[src/rtl/dmem_arbiter.sv]
// dmem_arbiter: shares one single-ported synchronous data memory between the
// CPU load/store path and a DMA/loader requester.
// Latency: the grant is combinational, so the address reaches memory in the
// grant cycle, and read data returns one cycle later on the owner's port.
// Backpressure: a CPU that loses arbitration sees cpu_stall and holds its
// request. The DMA holds its request until dma_gnt.
// Ports: clk/reset (async active-low), cpu_* request side plus
// stall/rdata/rvalid, dma_* request side plus gnt/rdata/rvalid, and mem_* to
// the data memory.
// Optional macro DMEM_ARB_LOCK_EN: the DMA can hold ownership back-to-back
// through dma_lock, for up to LOCK_MAX locked grants.
module dmem_arbiter #(
  parameter int WIDTH    = 32,
  parameter int ADDRW    = 32,
  parameter int LOCK_MAX = 16
) (
  input  logic             clk,
  input  logic             reset,
  input  logic             cpu_req,
  input  logic             cpu_we,
  input  logic [ADDRW-1:0] cpu_addr,
  input  logic [WIDTH-1:0] cpu_wdata,
  output logic             cpu_stall,
  output logic [WIDTH-1:0] cpu_rdata,
  output logic             cpu_rvalid,
  input  logic             dma_req,
  input  logic             dma_we,
  input  logic [ADDRW-1:0] dma_addr,
  input  logic [WIDTH-1:0] dma_wdata,
  input  logic             dma_lock,
  output logic             dma_gnt,
  output logic [WIDTH-1:0] dma_rdata,
  output logic             dma_rvalid,
  output logic             mem_we,
  output logic [ADDRW-1:0] mem_addr,
  output logic [WIDTH-1:0] mem_wdata,
  input  logic [WIDTH-1:0] mem_rdata
);

  // last: 0 = CPU was granted last, 1 = DMA was granted last
  logic last_q, last_d;
  logic rd_pend_q, rd_pend_d;
  logic rd_owner_q, rd_owner_d;   // 0 = CPU, 1 = DMA
  logic cpu_gnt, dma_gnt_w;

`ifdef DMEM_ARB_LOCK_EN
  localparam int LCW = $clog2(LOCK_MAX + 1);
  logic [LCW-1:0] lock_cnt_q, lock_cnt_d;
  logic           lock_force;
  logic           lock_hold;

  // Once the lock budget is spent, the next CPU request overrides the lock.
  assign lock_force = (lock_cnt_q == LCW'(LOCK_MAX)) & cpu_req;
  assign lock_hold  = last_q & dma_lock & dma_req & ~lock_force;
`else
  logic unused_lock;
  assign unused_lock = dma_lock & (LOCK_MAX > 0);
`endif

  // Grants are held low while reset is asserted, so nothing reaches memory
  // during reset even when both sides are requesting.
  always_comb begin
    cpu_gnt   = 1'b0;
    dma_gnt_w = 1'b0;
    if (reset) begin
`ifdef DMEM_ARB_LOCK_EN
      if (lock_force) begin
        cpu_gnt = 1'b1;
      end else if (lock_hold) begin
        dma_gnt_w = 1'b1;
      end else
`endif
      if (cpu_req && dma_req) begin
        cpu_gnt   = last_q;
        dma_gnt_w = ~last_q;
      end else begin
        cpu_gnt   = cpu_req;
        dma_gnt_w = dma_req;
      end
    end
  end

  always_comb begin
    last_d     = last_q;
    rd_owner_d = rd_owner_q;
    if (cpu_gnt) begin
      last_d     = 1'b0;
      rd_owner_d = 1'b0;
    end else if (dma_gnt_w) begin
      last_d     = 1'b1;
      rd_owner_d = 1'b1;
    end
    rd_pend_d = (cpu_gnt & ~cpu_we) | (dma_gnt_w & ~dma_we);
  end

`ifdef DMEM_ARB_LOCK_EN
  // Count grants that continue a DMA ownership run. Saturate at the budget
  // so that a DMA-only phase cannot wrap the counter.
  always_comb begin
    lock_cnt_d = lock_cnt_q;
    if (cpu_gnt || !dma_lock) begin
      lock_cnt_d = '0;
    end else if (dma_gnt_w && last_q && (lock_cnt_q != LCW'(LOCK_MAX))) begin
      lock_cnt_d = lock_cnt_q + LCW'(1);
    end
  end

  always_ff @(posedge clk or negedge reset) begin
    if (!reset) lock_cnt_q <= '0;
    else        lock_cnt_q <= lock_cnt_d;
  end
`endif

  always_ff @(posedge clk or negedge reset) begin
    if (!reset) begin
      last_q     <= 1'b1;   // CPU wins the first contested cycle
      rd_pend_q  <= 1'b0;
      rd_owner_q <= 1'b0;
    end else begin
      last_q     <= last_d;
      rd_pend_q  <= rd_pend_d;
      rd_owner_q <= rd_owner_d;
    end
  end

  // Memory mux: the winner drives memory. Outputs are zero when nobody is
  // granted.
  always_comb begin
    mem_we    = 1'b0;
    mem_addr  = '0;
    mem_wdata = '0;
    if (cpu_gnt) begin
      mem_we    = cpu_we;
      mem_addr  = cpu_addr;
      mem_wdata = cpu_wdata;
    end else if (dma_gnt_w) begin
      mem_we    = dma_we;
      mem_addr  = dma_addr;
      mem_wdata = dma_wdata;
    end
  end

  // The stall is also gated by reset so that every output is quiet in reset.
  assign cpu_stall  = reset & cpu_req & ~cpu_gnt;
  assign dma_gnt    = dma_gnt_w;

  assign cpu_rvalid = rd_pend_q & ~rd_owner_q;
  assign dma_rvalid = rd_pend_q & rd_owner_q;
  assign cpu_rdata  = cpu_rvalid ? mem_rdata : '0;
  assign dma_rdata  = dma_rvalid ? mem_rdata : '0;

endmodule

[config.mk]
export PLATFORM = sky130hd
export DESIGN_NAME = dmem_arbiter
export DESIGN_NICKNAME = d
export VERILOG_FILES = /design/src/rtl/dmem_arbiter.sv
export SDC_FILE = /design/constraint.sdc
export NUM_CORES = 1
export LEC_CHECK = 0
export BUFFER_PORTS_ARGS = -buffer_cell sky130_fd_sc_hd__buf_2
export CAP_MARGIN = 20
export CORE_AREA = 2 2 115 117
export DETAILED_ROUTE_END_ITERATION = 7
export DIE_AREA = 0 0 117 119
export HOLD_SLACK_MARGIN = 0.12
export PLACE_DENSITY = 0.56
export REMOVE_ABC_BUFFERS = 1
export SETUP_SLACK_MARGIN = 0.05
export SKIP_LAST_GASP = 1
export SLEW_MARGIN = 20
export SYNTH_ARGS = -nofsm -noshare
export SYNTH_HDL_FRONTEND = slang
export SYNTH_SLANG_ARGS = --single-unit
[constraint.sdc]
create_clock -name clk -period 1.05 [get_ports clk]
set_input_delay 0 -clock clk [delete_from_list [all_inputs] [get_ports clk]]
set_output_delay 0 -clock clk [all_outputs]
set_load 0.02 [all_outputs]
==> impl_metrics.csv <==
group,metric,value,unit
die,fp-row-count,42,
power_and_ir_drop,power.share.combinational,0.791,
drt,drc,0,
power_and_ir_drop,pwr-share-seq,0.043,
synth,synthCells,323,
power_and_ir_drop,intPower,2.05,mW
drt,wl_per_cell,17.0,um
synth,synthTopCellsByArea,"nand2_1, o32ai_1, o32ai_2",
worst_setup_path,path_buf_inv,2,
global_route,grt.total_usage,0.160,
sta,fin_worst_skew,0.000736,ns
worst_setup_path,cp_top_family,"flip-flops",
drt,viasPerCell,4.64,
die,die_w,117,um
outcome,violations,"setup timing",
cts,htreeDepth,1,
final_layout,final-instance-count-excl-fill,794,
worst_setup_path,crit_chain,"nor2b_4 > buf_12 > o32ai_1 > buf_2",
global_route,grt_antenna_before_repair,5,
power_and_ir_drop,clkPwrFrac,0.166,
die,dieArea,13900,um^2
synth,synth_area,2040,um^2
drt,wirelength,13500,um
final_layout,drive_gt1_frac,0.724,
sta,setup_viol,136,
synth,yosysWarnings,0,
worst_setup_path,crit_start,"last_q$_DFFE_PN1P_",
place,dp.cells,768,
global_route,grt_max_degree,67,
worst_setup_path,cp_max_fo,21,
power_and_ir_drop,power_density,717,nW/um^2
power_and_ir_drop,vdd_ir_drop_max,0.336,mV
worst_setup_path,r2r_start,"last_q$_DFFE_PN1P_",
sta,min_period_over_period,1.47,
global_route,grt-ovfl-total,0,
drt,vias,3682,
synth,synth_area_per_cell,6.30,um^2
worst_setup_path,start_kind,"flip-flop",
synth,yosysSeqAreaShare,0.0375,
final_layout,design_area,5110,um^2
worst_setup_path,cp-end-kind,"output port",
sta,tightest_slew,0.441,ns
die,io_pins,300,
job,maxCapViolCount,0,
cts,cts_buffers,3,
min_path,hp-class,"input pin to flip-flop",
die,die_y,119,um
synth,yosys.area.top_type,"nand2_1",
min_path,hold_start,"cpu_req",
sta,hold-worst-slack,0.157,ns
place,dp_worst_setup_slack,-0.302,ns
cts,path_clk_slew,0.03,ns
drt,dr.first_iter.drc_count,173,
place,gp_congestion,0.762,
cts,clock_latency,0.22,ns
outcome,status,"finished with violations",
drt,drtPass1Iterations,4,
synth,synth_top_area_frac,0.242,
sta,drv_slew,0,
global_route,grt_first_pass_wirelength,17500,um
sta,slew_headroom,0.706,
cts,clkSinkCount,3,
sta,min_period,1.54,ns
global_route,grt_pass1_vias,3327,
sta,max_freq,648,MHz
worst_setup_path,slowest_delay,0.56,ns
place,postPlaceCellArea,3750,um^2
place,dp_hpwl,8590,um
drt,drtAntennaViolNets,0,
worst_setup_path,path_class,"flip-flop to output port",
synth,ys_seq_elements,3,
final_layout,syn2layout_area_growth,151,%
sta,fin_ws,-0.494,ns
power_and_ir_drop,leakagePower,2.52,nW
worst_setup_path,crit_slowest_cell,"dfstp_2",
final_layout,final_nets,784,
die,start_util,0.158,
place,port_buffers,298,
synth,yosysUniqueCellTypes,21,
cts,ctsLongestPathBuffers,2,
cts,root_buffer,"clkbuf_16",
sta,rsz0062_at_grt,"yes",
cts,cts_tree,"done",
power_and_ir_drop,switching_share,0.439,
worst_setup_path,required,1.05,ns
power_and_ir_drop,switchingPower,1.61,mW
sta,hold_viol,0,
die,coreArea,12900,um^2
worst_setup_path,cp.arrival,1.54,ns
[timing repair]
action                                  CTS  global route
resized for setup                       140           145
endpoints found under the setup margin  136           136
gates cloned                              7             3
hold buffers                              3             0
setup buffers                             8             5
pin swaps                                28            10
endpoints found under the hold margin     4             0
[layout by cell type (no fill, tap or decap)]
master	instances
inv_2	1
buf_16	3
and3_1	1
and2_4	31
diode_2	2
dfrtp_1	2
and2b_4	1
clkbuf_16	6
nand2b_1	2
o2bb2ai_1	1
nor2_1	1
o32ai_1	24
o32ai_4	2
nand2_1	131
a22o_1	1
inv_1	1
buf_8	3
dfstp_2	1
buf_4	43
dlygate4sd3_1	3
clkbuf_1	1
nor2b_4	1
a21bo_4	1
o32ai_2	40
and3_4	32
buf_6	72
and2_1	2
buf_2	197
buf_12	12
[path summary, 6_finish.rpt]
kind | end | slack (ns) | cells past startpoint
worst max-delay path | mem_wdata[19] | -0.49 | 4
worst min-delay path | rd_owner_q$_DFFE_PN0P_ | 0.16 | 3
worst max register to register | rd_owner_q$_DFFE_PN0P_ | -0.26 | 4
worst min register to register | last_q$_DFFE_PN1P_ | 0.59 | 1
max in group asynchronous | last_q$_DFFE_PN1P_ | 0.33 | 3
min in group asynchronous | rd_owner_q$_DFFE_PN0P_ | 0.48 | 3
[layout make-up]
cell class                      instances  area [um^2]
Tap cell                              176          220
Timing Repair Buffer                  336         2590
Multi-Input combinational cell        271         2130
Fill cell                            1284         7760
Sequential cell                         3         76.3
Inverter                                2         7.51
Clock buffer                            4         78.8
Antenna cell                            2         5.00
[layer usage]
layer,vias up,part of all wire,GRT usage,wire length (um)
met5,-,0,0,0
met4,0,0.024,0.0419,323
met3,14,0.076,0.0112,1030
met2,210,0.51,0.309,6940
met1,1711,0.39,0.186,5200
li1,1747,-,-,-
[through the flow]
| stage | power (mW) | TNS, ns | utilization |
|---|---|---|---|
| finish | 3.66 | -45.29 | 0.397 |
| global route | 3.88 | -51.87 | 0.397 |
| CTS | 3.33 | -47.41 | 0.353 |
| detailed placement | 2.22 | -15.68 | 0.291 |
| global placement | 2.22 | -14.06 | 0.291 |
| floorplan | 1.19 | -200.18 | - |
[sequential cells by signal (all words and copies together) (netlist names)]
| signal | count |
|---|---|
| last_q | 1 |
| rd_pend_q | 1 |
| rd_owner_q | 1 |
[synth_stat cells]
cell       instances
and2b_1            1
nand2_1          131
and3_1            33
buf_6              7
buf_2             25
o32ai_2           19
nor2b_1            1
clkbuf_2           1
dfstp_2            1
o32ai_1           47
nor2_1             1
a22o_1             1
dfrtp_1            2
inv_1              1
a21bo_2            1
buf_4              2
inv_2              1
nand2b_1           2
and2_1            33
clkbuf_1          12
o2bb2ai_1          1
[power groups by stage]
| stage | clock (mW) | sequential, mW | combinational [mW] |
|---|---|---|---|
| final | 0.609 | 0.156 | 2.90 |
| after global routing | 0.631 | 0.159 | 3.09 |
| after CTS | 0.618 | 0.156 | 2.56 |
| after detailed placement | 0 | 0.154 | 2.07 |
| after global placement | 0 | 0.152 | 2.07 |
| after floorplan | 0 | 0.182 | 1.01 |
[cells by family (layout without fill, tap and decap cells)]
| logic type | after synthesis | count (layout) | share of synthesized area |
|---|---|---|---|
| other cells | 0 | 2 | 0 |
| compound gates | 69 | 69 | 0.368 |
| flops | 3 | 3 | 0.0375 |
| simple gates | 202 | 202 | 0.459 |
| buf+inv | 49 | 342 | 0.136 |
[worst register-to-register path: cells and delay by family, from the launching register on]
family | cells | cell delay, ns
AOI/OAI and AO/OA | 2 | 0.31
buffers and inverters | 2 | 0.32
DFF | 1 | 0.56
(Power assumes the default switching activity.)
